**config.mk**
```make
export PLATFORM = sky130hd
export DESIGN_NAME = div_arbiter_flat
export DESIGN_NICKNAME = d
export VERILOG_FILES = /design/src/rtl/div_arb_pkg.sv /design/src/rtl/div_arbiter_if.sv /design/src/rtl/div_arb_rr_pick.sv /design/src/rtl/div_arbiter.sv /design/src/flat_wrapper.sv
export SDC_FILE = /design/constraint.sdc
export NUM_CORES = 1
export LEC_CHECK = 0
export CAP_MARGIN = 20
export CELL_PAD_IN_SITES_DETAIL_PLACEMENT = 1
export CELL_PAD_IN_SITES_GLOBAL_PLACEMENT = 1
export CORE_MARGIN = 2
export CORE_UTILIZATION = 31
export DETAILED_ROUTE_END_ITERATION = 10
export PLACE_DENSITY_LB_ADDON = 0.1
export SETUP_SLACK_MARGIN = 0.15
export SLEW_MARGIN = 25
export SYNTH_ARGS = -nofsm -noshare
export SYNTH_HDL_FRONTEND = slang
export SYNTH_SLANG_ARGS = --single-unit
```
**constraint.sdc**
```tcl
create_clock -name clk -period 2.4 [get_ports clk]
set_input_delay 0.24 -clock clk [delete_from_list [all_inputs] [get_ports clk]]
set_output_delay 0.24 -clock clk [all_outputs]
set_load 0.03 [all_outputs]
```
**src/rtl/div_arb_pkg.sv**
```systemverilog
// Shared definitions for the divider arbiter.
//   state_t     : arbiter FSM encoding (IDLE, LAUNCH, WAIT, RESP)
//   DIV_ZERO_Q  : quotient reported for a zero divisor (all ones, sliced to WIDTH)
//   nextIdx     : round-robin pointer advance, modulo the requester count
package div_arb_pkg;

  typedef enum logic [1:0] {
    IDLE   = 2'd0,
    LAUNCH = 2'd1,
    WAIT   = 2'd2,
    RESP   = 2'd3
  } state_t;

  // Wide enough for any supported WIDTH; users take the low WIDTH bits.
  localparam logic [63:0] DIV_ZERO_Q = '1;

  function automatic int nextIdx(input int idx, input int n);
    return (idx + 1) % n;
  endfunction

endpackage

```
**src/rtl/div_arbiter_if.sv**
```systemverilog
// Link between the arbiter and the shared divider.
//   div_start      : one-cycle start pulse (arbiter -> divider)
//   div_a, div_b   : dividend / divisor, held from div_start until div_fin
//   div_fin        : completion pulse (divider -> arbiter)
//   div_q, div_r   : quotient / remainder, valid with div_fin
// master = arbiter side, slave = divider side.
interface div_arbiter_if #(
  parameter int WIDTH = 8
) ();

  logic             div_start;
  logic [WIDTH-1:0] div_a;
  logic [WIDTH-1:0] div_b;
  logic             div_fin;
  logic [WIDTH-1:0] div_q;
  logic [WIDTH-1:0] div_r;

  modport master (
    output div_start, div_a, div_b,
    input  div_fin, div_q, div_r
  );

  modport slave (
    input  div_start, div_a, div_b,
    output div_fin, div_q, div_r
  );

endinterface

```
**src/rtl/div_arb_rr_pick.sv**
```systemverilog
// Combinational round-robin selector.
//   req   : request vector
//   ptr   : highest-priority index for this pick
//   grant : one-hot winner (first set bit at or cyclically after ptr)
//   idx   : binary index of the winner
//   any   : at least one request present
module div_arb_rr_pick #(
  parameter int NUM_REQ = 4,
  parameter int IDXW    = 2
) (
  input  logic [NUM_REQ-1:0] req,
  input  logic [IDXW-1:0]    ptr,
  output logic [NUM_REQ-1:0] grant,
  output logic [IDXW-1:0]    idx,
  output logic               any
);

  logic [IDXW-1:0] cand;

  always_comb begin
    grant = '0;
    idx   = '0;
    any   = 1'b0;
    cand  = '0;
    for (int k = 0; k < NUM_REQ; k++) begin
      cand = IDXW'((int'(ptr) + k) % NUM_REQ);
      if (!any && req[cand]) begin
        any         = 1'b1;
        grant[cand] = 1'b1;
        idx         = cand;
      end
    end
  end

endmodule

```
**src/rtl/div_arbiter.sv**
```systemverilog
// Round-robin arbiter sharing one multi-cycle divider among NUM_REQ requesters.
// Ports:
//   clk, rst      : clock, synchronous active-high reset
//   req           : per-requester request level
//   a_in, b_in    : packed dividends / divisors, slice i for requester i
//   gnt           : one-hot grant, held from grant until completion
//   done          : one-cycle completion pulse to the served requester
//   q_out, r_out  : quotient / remainder, held between done pulses
//   err           : divide-by-zero (or timeout) flag, valid with done
//   busy          : high whenever the FSM is not IDLE
//   div           : divider link (div_arbiter_if.master)
// Optional feature: define DIV_ARB_TIMEOUT_EN to abort a WAIT that lasts
// TIMEOUT cycles without div_fin (result q=0, r=0, err=1).
module div_arbiter
  import div_arb_pkg::*;
#(
  parameter int NUM_REQ = 4,
  parameter int WIDTH   = 8,
  parameter int TIMEOUT = 64
) (
  input  logic                     clk,
  input  logic                     rst,
  input  logic [NUM_REQ-1:0]       req,
  input  logic [NUM_REQ*WIDTH-1:0] a_in,
  input  logic [NUM_REQ*WIDTH-1:0] b_in,
  output logic [NUM_REQ-1:0]       gnt,
  output logic [NUM_REQ-1:0]       done,
  output logic [WIDTH-1:0]         q_out,
  output logic [WIDTH-1:0]         r_out,
  output logic                     err,
  output logic                     busy,
  div_arbiter_if.master            div
);

  localparam int IDXW = $clog2(NUM_REQ);

  if (NUM_REQ < 2 || NUM_REQ > 8 || TIMEOUT < 1) begin : gBadParam
    $error("div_arbiter: NUM_REQ must be 2..8 and TIMEOUT at least 1");
  end

  state_t           state;
  logic [IDXW-1:0]  ptr;
  logic [IDXW-1:0]  grantIdx;
  logic [WIDTH-1:0] capA, capB;
  // Result staged here so q_out/r_out/err only change together with done.
  logic [WIDTH-1:0] resQ, resR;
  logic             resErr;

  logic [NUM_REQ-1:0] pickGnt;
  logic [IDXW-1:0]    pickIdx;
  logic               pickAny;

`ifdef DIV_ARB_TIMEOUT_EN
  localparam int CNT_W = $clog2(TIMEOUT + 1);
  logic [CNT_W-1:0] waitCnt;
`endif

  div_arb_rr_pick #(
    .NUM_REQ (NUM_REQ),
    .IDXW    (IDXW)
  ) uPick (
    .req   (req),
    .ptr   (ptr),
    .grant (pickGnt),
    .idx   (pickIdx),
    .any   (pickAny)
  );

  always_ff @(posedge clk) begin
    if (rst) begin
      state         <= IDLE;
      ptr           <= '0;
      grantIdx      <= '0;
      gnt           <= '0;
      done          <= '0;
      q_out         <= '0;
      r_out         <= '0;
      err           <= 1'b0;
      busy          <= 1'b0;
      capA          <= '0;
      capB          <= '0;
      resQ          <= '0;
      resR          <= '0;
      resErr        <= 1'b0;
      div.div_start <= 1'b0;
      div.div_a     <= '0;
      div.div_b     <= '0;
`ifdef DIV_ARB_TIMEOUT_EN
      waitCnt       <= '0;
`endif
    end else begin
      done          <= '0;
      div.div_start <= 1'b0;
      case (state)
        // Arbitrate and capture the winner's operands.
        IDLE: begin
          if (pickAny) begin
            gnt      <= pickGnt;
            grantIdx <= pickIdx;
            capA     <= a_in[int'(pickIdx)*WIDTH +: WIDTH];
            capB     <= b_in[int'(pickIdx)*WIDTH +: WIDTH];
            busy     <= 1'b1;
            state    <= LAUNCH;
          end
        end
        // Start the divider, or short-circuit a zero divisor.
        LAUNCH: begin
          if (capB != '0) begin
            div.div_start <= 1'b1;
            div.div_a     <= capA;
            div.div_b     <= capB;
`ifdef DIV_ARB_TIMEOUT_EN
            waitCnt       <= '0;
`endif
            state         <= WAIT;
          end else begin
            resQ   <= DIV_ZERO_Q[WIDTH-1:0];
            resR   <= capA;
            resErr <= 1'b1;
            state  <= RESP;
          end
        end
        // Wait for the divider result.
        WAIT: begin
          if (div.div_fin) begin
            resQ   <= div.div_q;
            resR   <= div.div_r;
            resErr <= 1'b0;
            state  <= RESP;
          end
`ifdef DIV_ARB_TIMEOUT_EN
          else if (waitCnt == CNT_W'(TIMEOUT - 1)) begin
            resQ   <= '0;
            resR   <= '0;
            resErr <= 1'b1;
            state  <= RESP;
          end else begin
            waitCnt <= waitCnt + 1'b1;
          end
`endif
        end
        // Deliver the result and hand priority to the next requester.
        RESP: begin
          done  <= gnt;
          q_out <= resQ;
          r_out <= resR;
          err   <= resErr;
          gnt   <= '0;
          ptr   <= IDXW'(nextIdx(int'(grantIdx), NUM_REQ));
          busy  <= 1'b0;
          state <= IDLE;
        end
        default: begin
          state <= IDLE;
          busy  <= 1'b0;
          gnt   <= '0;
        end
      endcase
    end
  end

endmodule

```
**src/flat_wrapper.sv**
```systemverilog
// flat-port wrapper written by rule: the top's interface ports become plain ports
module div_arbiter_flat import div_arb_pkg::*;
#(
  parameter int NUM_REQ = 4,
  parameter int WIDTH   = 8,
  parameter int TIMEOUT = 64
)
  (clk, rst, req, a_in, b_in, gnt, done, q_out, r_out, err, busy, div_div_start, div_div_a, div_div_b, div_div_fin, div_div_q, div_div_r);
  div_arbiter_if #(.WIDTH(WIDTH)) div_i ();
  input  logic clk;
  input  logic rst;
  input  logic [NUM_REQ-1:0] req;
  input  logic [NUM_REQ*WIDTH-1:0] a_in;
  input  logic [NUM_REQ*WIDTH-1:0] b_in;
  output logic [NUM_REQ-1:0] gnt;
  output logic [NUM_REQ-1:0] done;
  output logic [WIDTH-1:0] q_out;
  output logic [WIDTH-1:0] r_out;
  output logic err;
  output logic busy;
  output wire logic [$bits(div_i.div_start)-1:0] div_div_start;
  output wire logic [$bits(div_i.div_a)-1:0] div_div_a;
  output wire logic [$bits(div_i.div_b)-1:0] div_div_b;
  input wire logic [$bits(div_i.div_fin)-1:0] div_div_fin;
  input wire logic [$bits(div_i.div_q)-1:0] div_div_q;
  input wire logic [$bits(div_i.div_r)-1:0] div_div_r;
  assign div_div_start = div_i.div_start;
  assign div_div_a = div_i.div_a;
  assign div_div_b = div_i.div_b;
  assign div_i.div_fin = div_div_fin;
  assign div_i.div_q = div_div_q;
  assign div_i.div_r = div_div_r;
  div_arbiter #(.NUM_REQ(NUM_REQ), .WIDTH(WIDTH), .TIMEOUT(TIMEOUT)) u_core (.clk(clk), .rst(rst), .req(req), .a_in(a_in), .b_in(b_in), .gnt(gnt), .done(done), .q_out(q_out), .r_out(r_out), .err(err), .busy(busy), .div(div_i));
endmodule
```
# Word level (Yosys, flattened, before mapping)
# Index checks and enable logic that the tools add are counted.
word_totals:
  regBits: 82
  input_bits: 87
  out_inout_bits: 43
  wordCells: 109
op_classes:
  addsub: 4
  magnitude_cmp: 8
  eq_ne: 6
  shifts: 2
  muxes: 46
  bitwise: 5
  n_reduce_logical: 21
ops:
  columns: ["cell", "n"]
  rows:
  - ["$shiftx 32x6->8", 2]
  - ["$mux 8", 4]
  - ["$pmux 8 s2", 2]
  - ["$mux 4", 5]
  - ["$mux 1", 17]
  - ["$lt 2x3->1 const B", 4]
  - ["$mux 2", 6]
  - ["$or 4x4->4", 3]
  - ["$bmux 1 s2", 4]
  - ["$demux 1 s2", 4]
  - ["$ge 2x1->1 const B", 4]
  - ["$pmux 2 s4", 1]
  - ["$pmux 4 s2", 1]
  - ["$reduce_and 2->1", 4]
  - ["$reduce_bool 8->1", 1]
  - ["$logic_and 1x1->1", 7]
  - ["$add 2x1->2 const B", 2]
  - ["$add 2x2->2 const B", 2]
  - ["$eq 2x2->1 const B", 2]
  - ["$ne 2x2->1 const B", 2]
  - ["$pmux 1 s2", 2]
  - ["$reduce_bool 2->1", 2]
  - ["$reduce_or 2->1", 2]
  - ["$logic_not 1->1", 3]
  - ["other kinds (5)", 6]

# Logic depth before layout (Yosys ltp)
# Gate-level depths: netlist of run 1.
depth:
  word_depth: 14
  mapped_depth: 12
  depth_no_buf: 8

# Hierarchy
# Synthesis of run 1 repeated with hierarchy kept, for this count alone.
unflattened:
  cells_unflattened: 435
  area_unflattened_um2: 4033.9
by_module_without_submodules:
  columns: ["module", "n_inst", "cells_per_inst", "area_each_um2", "seq_area_each_um2"]
  rows:
  - ["div_arbiter", 1, 390, 3612.2, 1641.6]
  - ["div_arb_rr_pick", 1, 45, 421.7, 0.0]

# Least setup slack after synthesis of run 1
# No wires, ideal clock.
synth_timing:
  kind: "flip-flop to flip-flop"
  startpoint: "register u_core.ptr[0]"
  endpoint: "register u_core.capB[6]"
  setup_ps: 83
  arrival_time_ps: 2490
  required_ps: 2317
  slack_ps: -173
  path_stages_with_launch: 12
  path_buffers: 4
  synth_period_minus_slack_ps: 2573
  cell_sequence: "dfxtp_1 buf_6 inv_1 ha_1 buf_4 nor4b_2 nand2_1 nor3b_1 or4_1 buf_2 buf_6 o221ai_1"
synth_via:
  elab_chain_len: 13
  word_cells_on_any_way: 27
  classes_between: "add/sub (3); shift (1); mux (16); reduce/logical (7)"
synth_rtl:
  columns: ["item", "line", "text"]
  rows:
  - ["from (decl)", "div_arbiter.sv:42", "logic [IDXW-1:0] ptr;"]
  - ["from (signal assigned)", "div_arbiter.sv:149", "ptr <= IDXW'(nextIdx(int'(grantIdx), NUM_REQ));"]
  - ["branches (longest 13 deep; another with $add 2x1->2)", null, null]
  - ["to (signal assigned)", "div_arbiter.sv:101", "capB <= b_in[int'(pickIdx)*WIDTH +: WIDTH];"]
  - ["to (decl)", "div_arbiter.sv:44", "logic [WIDTH-1:0] capA, capB;"]
# Parallel ways; which one is timed is not known. The select of a mux whose other input is x is not followed.
# A chain may end at the register's enable or synchronous reset.

# Worst setup path after layout of run 1
layout_timing:
  startpoint: "register u_core.ptr[0]"
  endpoint: "register u_core.capA[6]"
layout_via:
  elab_chain_len: 13
  word_cells_on_any_way: 27
  classes_between: "add/sub (3); shift (1); mux (16); reduce/logical (7)"
layout_rtl:
  columns: ["item", "line", "text"]
  rows:
  - ["branches (longest 13 deep; another with $add 2x1->2)", null, null]
  - ["to (signal assigned)", "div_arbiter.sv:100", "capA <= a_in[int'(pickIdx)*WIDTH +: WIDTH];"]
  - ["to (decl)", "div_arbiter.sv:44", null]
# Parallel ways; which one is timed is not known. The select of a mux whose other input is x is not followed.

==> results of run 1 <==
through the flow:
stage | instance area, µm² | instances | utilization (%) | setup TNS, ns
floorplan | 3993 | 421 | - | -1.730
global placement | 5603 | 720 | 44.76 | -0.3460
detailed placement | 5603 | 720 | 44.76 | -1.755
CTS | 5956 | 739 | 47.58 | 0
global route | 6093 | 745 | 48.68 | -0.1789
finish | 6093 | 745 | 48.68 | 0
cells in the final DEF, fill, tap and decap left out, types with 2 or more instances in the layout:
cell type / instances
a211oi_1: 11
nor2_2: 2
inv_1: 12
clkinvlp_4: 2
mux2i_1: 64
nor4_1: 3
nand2b_1: 6
a211o_1: 4
o21ai_1: 2
clkinv_2: 2
dfxtp_1: 81
buf_12: 7
a311oi_1: 8
nor2_1: 52
buf_4: 29
o21ai_0: 4
nand3_1: 5
nor2b_1: 6
a21oi_1: 18
xnor2_1: 2
a32oi_1: 4
clkdlybuf4s50_1: 128
mux2i_2: 5
inv_6: 2
and2_1: 6
ha_1: 12
nand2_1: 39
clkbuf_16: 11
o221ai_1: 15
final cells by class:
cell class / instances / area (µm²)
clock buffers: 9 / 225.2
clock inverters: 6 / 65.06
fillers: 1469 / 6424
inverters: 14 / 56.30
multi-input cells: 294 / 2167
flip-flops and latches: 82 / 1643
well taps: 172 / 215.2
repair buffers: 168 / 1722
state kept, by name, summed over array words and instances (netlist names), 8 cells and up:
signal            flops
u_core.capA           8
u_core.capB           8
u_core.div.div_a      8
u_core.div.div_b      8
u_core.q_out          8
u_core.r_out          8
u_core.resQ           8
u_core.resR           8
logic make-up (layout without fill, tap and decap cells):
kind of cell,after synthesis,count (layout),synth area share (%)
adder cells (fa/ha/maj),13,13,4.110
buffers and inverters,45,197,5.690
AO/OA/AOI/OAI,78,78,14.29
multiplexers,73,73,18.94
AND/OR/NAND/NOR,128,128,15.05
flip-flops,82,82,41.48
XOR/XNOR,2,2,0.4427
timing repair:
item / CTS / global route
gates cloned: 1 / 2
pin swaps: 2 / 10
resized for setup: 1 / 10
setup buffers: 3 / 4
setup endpoints to repair: 16 / 16
hold endpoints to repair: 0 / 0
worst paths after layout:
check | startpoint | to | slack [ns] | cells past startpoint
worst max register to register | u_core.ptr[0]$_SDFFE_PP0P_ | u_core.capA[6]$_SDFFE_PP0P_ | 0.06 | 10
worst min-delay path | rst | u_core.q_out[6]$_SDFFE_PP0P_ | 0.45 | 3
worst max-delay path | u_core.ptr[0]$_SDFFE_PP0P_ | u_core.capA[6]$_SDFFE_PP0P_ | 0.06 | 10
worst min register to register | u_core.div.div_b[3]$_SDFFE_PP0P_ | u_core.div.div_b[3]$_SDFFE_PP0P_ | 0.46 | 2
per-layer routing:
layer	vias up	GRT usage (%)	wire length, µm
li1	1795	-	-
met1	1722	21.50	5297
met2	98	32.18	6101
met3	8	5.252	751
met4	0	5.882	138
met5	-	0	0
power by group through the flow:
stage / Clock, W / Sequential, W / Combinational (W)
after floorplan: 0 / 0.00210 / 0.00156
after CTS: 0.00140 / 0.00196 / 0.00279
after global placement: 0 / 0.00197 / 0.00261
after global routing: 0.00146 / 0.00200 / 0.00318
final: 0.00137 / 0.00195 / 0.00289
after detailed placement: 0 / 0.00198 / 0.00269
tightest hold or removal path: stages:
cell and delay [ns]:
buf_2 0.11, buf_4 0.25, nor2_1 0.13
==> impl_metrics.py, run 1 <==
metrics = {
    "routing": {
        "drt_wl_total_mm": 12.29,
        "drt_iter0_markers": 160,
        "firstDrtPassIters": 4,
        "routed-via-count": 3623,
        "wl_per_cell_um": 16.49,
        "vias_per_cell": 4.863,
        "route.detailed.drc": 0,
        "antenna_left": 0,
    },
    "clocking": {
        "tritoncts": "done",
        "clkTransAtPathRegs_ns": 0.06,
        "ctsHoldBuffers": 0,
        "clock-sinks": 82,
        "clockBufferDepth": 2,
        "cts_buffers": 9,
        "cts_root_buf": "clkbuf_16",
        "cts_htree_levels": 3,
        "clkLatencyLatePin_ns": 0.34,
    },
    "timing": {
        "tightest_slew_ns": 0.5672,
        "maxSlewViolCount": 0,
        "hold_violations": 0,
        "rsz0062_at_grt": "yes",
        "clock.fmax_ghz": 0.4269,
        "layout_setup_ws_ns": 0.05772,
        "fin_crit_ns": 2.342,
        "finalCritPeriodShare_pct": 97.60,
        "fin_worst_skew_ns": 0.007706,
        "fin_hold_ws_ns": 0.4540,
        "slew_headroom_pct": 61.65,
        "final-setup-viol-count": 0,
    },
    "grt": {
        "grt_max_degree": 35,
        "overflow": 0,
        "grt_pass1_wl_mm": 19.33,
        "grtUsageTotal_pct": 18.30,
        "grt_pass1_vias": 3918,
        "antenna_found_initial": 0,
    },
    "power": {
        "ir_worst_vdd_v": 0.0004208,
        "power_w": 0.006215,
        "p_switching_w": 0.002328,
        "p_leak_nw": 2.311,
        "swShare_pct": 37.45,
        "power.internal_w": 0.003887,
        "pwr-share-clk_pct": 22.0,
        "pwr-share-comb_pct": 46.6,
        "powerDensity_nw_per_um2": 1020,
        "seqPwrFrac_pct": 31.4,
    },
    "yosys": {
        "avgSynthCellArea_um2": 9.400,
        "synth_area_um2": 3958,
        "yosys_warnings": 0,
        "synth_cell_type_count": 48,
        "ys_seq_elements": 82,
        "syn-instance-count": 421,
        "yosysMostFrequentCell": "dfxtp_1",
        "ys_top_cells_by_area": "dfxtp_1, mux2i_1, nor2_1",
        "synth_top_area_share_pct": 41.48,
        "synthArstFlopShare_pct": 0,
        "synth_top_cell_by_area": "dfxtp_1",
        "synth_commonest_cells": "dfxtp_1, mux2i_1, nor2_1, nand2_1, a21oi_1",
        "synth_ff_type": "dfxtp_1",
        "syn_nets": 521,
        "synth_seq_area_share_pct": 41.48,
        "synth_edf_count": 0,
    },
    "setup_path": {
        "cp-start-kind": "flop",
        "cp.required_ns": 2.60,
        "path_buf_inv": 3,
        "cp_top_family": "multiplexers",
        "cpPeakStageDelay_ns": 0.35,
        "worstPathCellList": "clkinvlp_4, ha_4, mux2i_2, mux2_4, a21oi_4, o21ai_4, buf_12, clkbuf_16, mux2i_1, o221ai_1",
        "slowest_stage": "dfxtp_2",
        "end_kind": "flop",
        "worstPathMaxFanout": 8,
        "critical_path_class": "reg -> reg",
        "arrival_ns": 2.54,
    },
    "floorplanning": {
        "die_w_um": 117.0,
        "num_rows": 41,
        "fp.dieArea_um2": 13690,
        "die_h_um": 117.0,
        "io-pin-count": 130,
        "start_util_pct": 31.62,
        "coreArea_um2": 12520,
    },
    "layout": {
        "syn2layout_area_growth_pct": 53.97,
        "nets": 669,
        "diodes": 0,
        "drive_gt1_share_pct": 13.44,
    },
    "place": {
        "pre_cts_ws_ns": -0.1169,
        "hpwl_mm": 9.060,
        "portBuffers": 129,
        "gp_congestion": 0.8253,
    },
    "worst_hold_path": {
        "min_path_type": "in -> reg",
    },
    "run_status": {
        "status": "completed",
    },
    "run": {
        "maxCapViolations": 0,
    },
}
No activity file was read; power rests on OpenSTA's default activity.
==> run 2: changes to the inputs <==
--- a/config.mk
+++ b/config.mk
@@ -8,7 +8,6 @@
 export CAP_MARGIN = 20
 export CELL_PAD_IN_SITES_DETAIL_PLACEMENT = 1
 export CELL_PAD_IN_SITES_GLOBAL_PLACEMENT = 1
-export CORE_MARGIN = 2
 export CORE_UTILIZATION = 31
 export DETAILED_ROUTE_END_ITERATION = 10
 export PLACE_DENSITY_LB_ADDON = 0.1
==> run 2 against run 1 <==
Global-route usage is 0.21 points lower. Sequential share of layout area increased by 0.58 points. Register-to-register slack about the same. Critical path depth stayed put. Largest power group unchanged.
==> impl_metrics.py, run 2 (same netlist as run 1, synthesis figures left out) <==
metrics = {
    "run_status": {
        "status": "completed",
    },
    "place": {
        "hpwl_mm": 8.651,
        "portBuffers": 129,
        "pre_cts_ws_ns": -0.1460,
        "gp_congestion": 0.7642,
    },
    "timing": {
        "slew_headroom_pct": 64.22,
        "hold_violations": 0,
        "maxSlewViolCount": 0,
        "layout_setup_ws_ns": 0.04400,
        "fin_worst_skew_ns": 0.01001,
        "finalCritPeriodShare_pct": 98.17,
        "tightest_slew_ns": 0.5310,
        "fin_hold_ws_ns": 0.3437,
        "fin_crit_ns": 2.356,
        "final-setup-viol-count": 0,
        "rsz0062_at_grt": "yes",
        "clock.fmax_ghz": 0.4244,
    },
    "layout": {
        "fin_util_pct": 48.85,
        "syn2layout_area_growth_pct": 50.74,
        "drive_gt1_share_pct": 11.86,
        "nFillCells": 1396,
        "nets": 660,
        "layout_common_cells": "clkdlybuf4s50_1, dfxtp_1, mux2i_1",
        "multi_input_area_um2": 2151,
        "diodes": 0,
        "ff_latch_area_um2": 1643,
        "final_common_cell": "clkdlybuf4s50_1",
    },
    "grt": {
        "antenna_found_initial": 0,
        "grtUsageTotal_pct": 18.09,
        "grt_pass1_vias": 3723,
        "grt_max_degree": 44,
        "grt_pass1_wl_mm": 18.52,
        "overflow": 0,
    },
    "routing": {
        "wl_per_cell_um": 16.22,
        "drt_wl_total_mm": 11.89,
        "routed-via-count": 3602,
        "firstDrtPassIters": 4,
        "route.detailed.drc": 0,
        "vias_per_cell": 4.914,
        "antenna_left": 0,
        "drt_iter0_markers": 161,
    },
    "setup_path": {
        "worstPathCellList": "clkinvlp_4, ha_4, buf_4, and3b_1, o21ai_1, a21oi_2, nor3b_2, or4_4, clkbuf_16, o221ai_1",
        "slowest_stage": "or4_4",
        "critical_path_class": "reg -> reg",
        "cpPeakStageDelay_ns": 0.53,
        "end_kind": "flop",
        "worstPathMaxFanout": 8,
        "r2r_start": "u_core.ptr[0]$_SDFFE_PP0P_",
        "crit_start": "u_core.ptr[0]$_SDFFE_PP0P_",
        "cp.required_ns": 2.66,
        "arrival_ns": 2.61,
        "reg2reg_depth": 10,
        "cp-start-kind": "flop",
    },
    "clocking": {
        "clock-sinks": 82,
        "ctsHoldBuffers": 0,
        "cts_buffers": 9,
        "clkLatencyLatePin_ns": 0.34,
        "cts_htree_levels": 3,
        "clockBufferDepth": 2,
        "clkTransAtPathRegs_ns": 0.07,
        "cts_root_buf": "clkbuf_16",
        "tritoncts": "done",
    },
    "floorplanning": {
        "fp.dieArea_um2": 13220,
        "die_h_um": 115.0,
        "die_w_um": 115.0,
        "num_rows": 40,
        "start_util_pct": 32.41,
        "io-pin-count": 130,
        "coreArea_um2": 12210,
    },
    "power": {
        "powerDensity_nw_per_um2": 1007,
        "p_leak_nw": 2.272,
        "ir_worst_vdd_v": 0.0004683,
    },
    "worst_hold_path": {
        "min_path_type": "in -> reg",
        "worstHoldStart": "rst",
        "holdPathStages": 2,
    },
    "run": {
        "maxCapViolations": 0,
    },
}
-- run 2: critical path: cells and delay by family (launching register included) --
kind,cells,cell delay (ns)
AND/OR/NAND/NOR,3,0.75
buffers and inverters,3,0.44
AO/OA/AOI/OAI,3,0.43
flip-flops,1,0.35
adder cells (fa/ha/maj),1,0.32
-- run 2: final cells by class --
| class | instances | area share [%] |
|---|---|---|
| clock inverters | 6 | 0.7970 |
| clock buffers | 10 | 4.006 |
| flip-flops and latches | 82 | 27.54 |
| inverters | 14 | 0.9438 |
| multi-input cells | 294 | 36.05 |
| repair buffers | 159 | 27.14 |
| well taps | 168 | 3.523 |
-- run 2: power by group --
group          switching (W)  total (W)  leakage (nW)  internal, W
clock               0.000588    0.00133         0.140     0.000740
sequential          0.000241    0.00195         0.670      0.00171
combinational        0.00148    0.00273          1.46      0.00125
-- run 2: repair_timing --
| item | 4_1_cts | 5_1_grt |
|---|---|---|
| pin swaps | 0 | 1 |
| gates resized for setup | 1 | 14 |
| setup endpoints to repair | 16 | 16 |
| buffers inserted | 0 | 2 |
| gates cloned | 0 | 2 |
-- run 2: worst paths after layout --
kind	endpoint	slack, ns
setup reg to reg	u_core.capA[2]$_SDFFE_PP0P_	0.04
hold reg to reg	u_core.div.div_b[3]$_SDFFE_PP0P_	0.46
setup / recovery	u_core.capA[2]$_SDFFE_PP0P_	0.04
hold / removal	u_core.div.div_a[3]$_SDFFE_PP0P_	0.34
-- run 2: routing by layer --
metal / vias to the layer above / GRT usage (%) / wire length [µm]
met4: 0 / 4.675 / 124
li1: 1778 / - / -
met2: 104 / 32.13 / 5910
met1: 1711 / 20.78 / 5115
met3: 9 / 6.062 / 740
met5: - / 0 / 0
-- run 2: stage by stage --
| stage | instance area, µm² | std cells | setup TNS, ns | power [W] |
|---|---|---|---|---|
| 2_1_floorplan | 3993 | 421 | -1.730 | 0.003657 |
| 3_3_place_gp | 5563 | 713 | -0.3660 | 0.004545 |
| 3_5_place_dp | 5563 | 713 | -1.639 | 0.004628 |
| 4_1_cts | 5853 | 729 | 0 | 0.005988 |
| 5_1_grt | 5966 | 733 | -0.2257 | 0.006414 |
| 6_report | 5966 | 733 | 0 | 0.006009 |
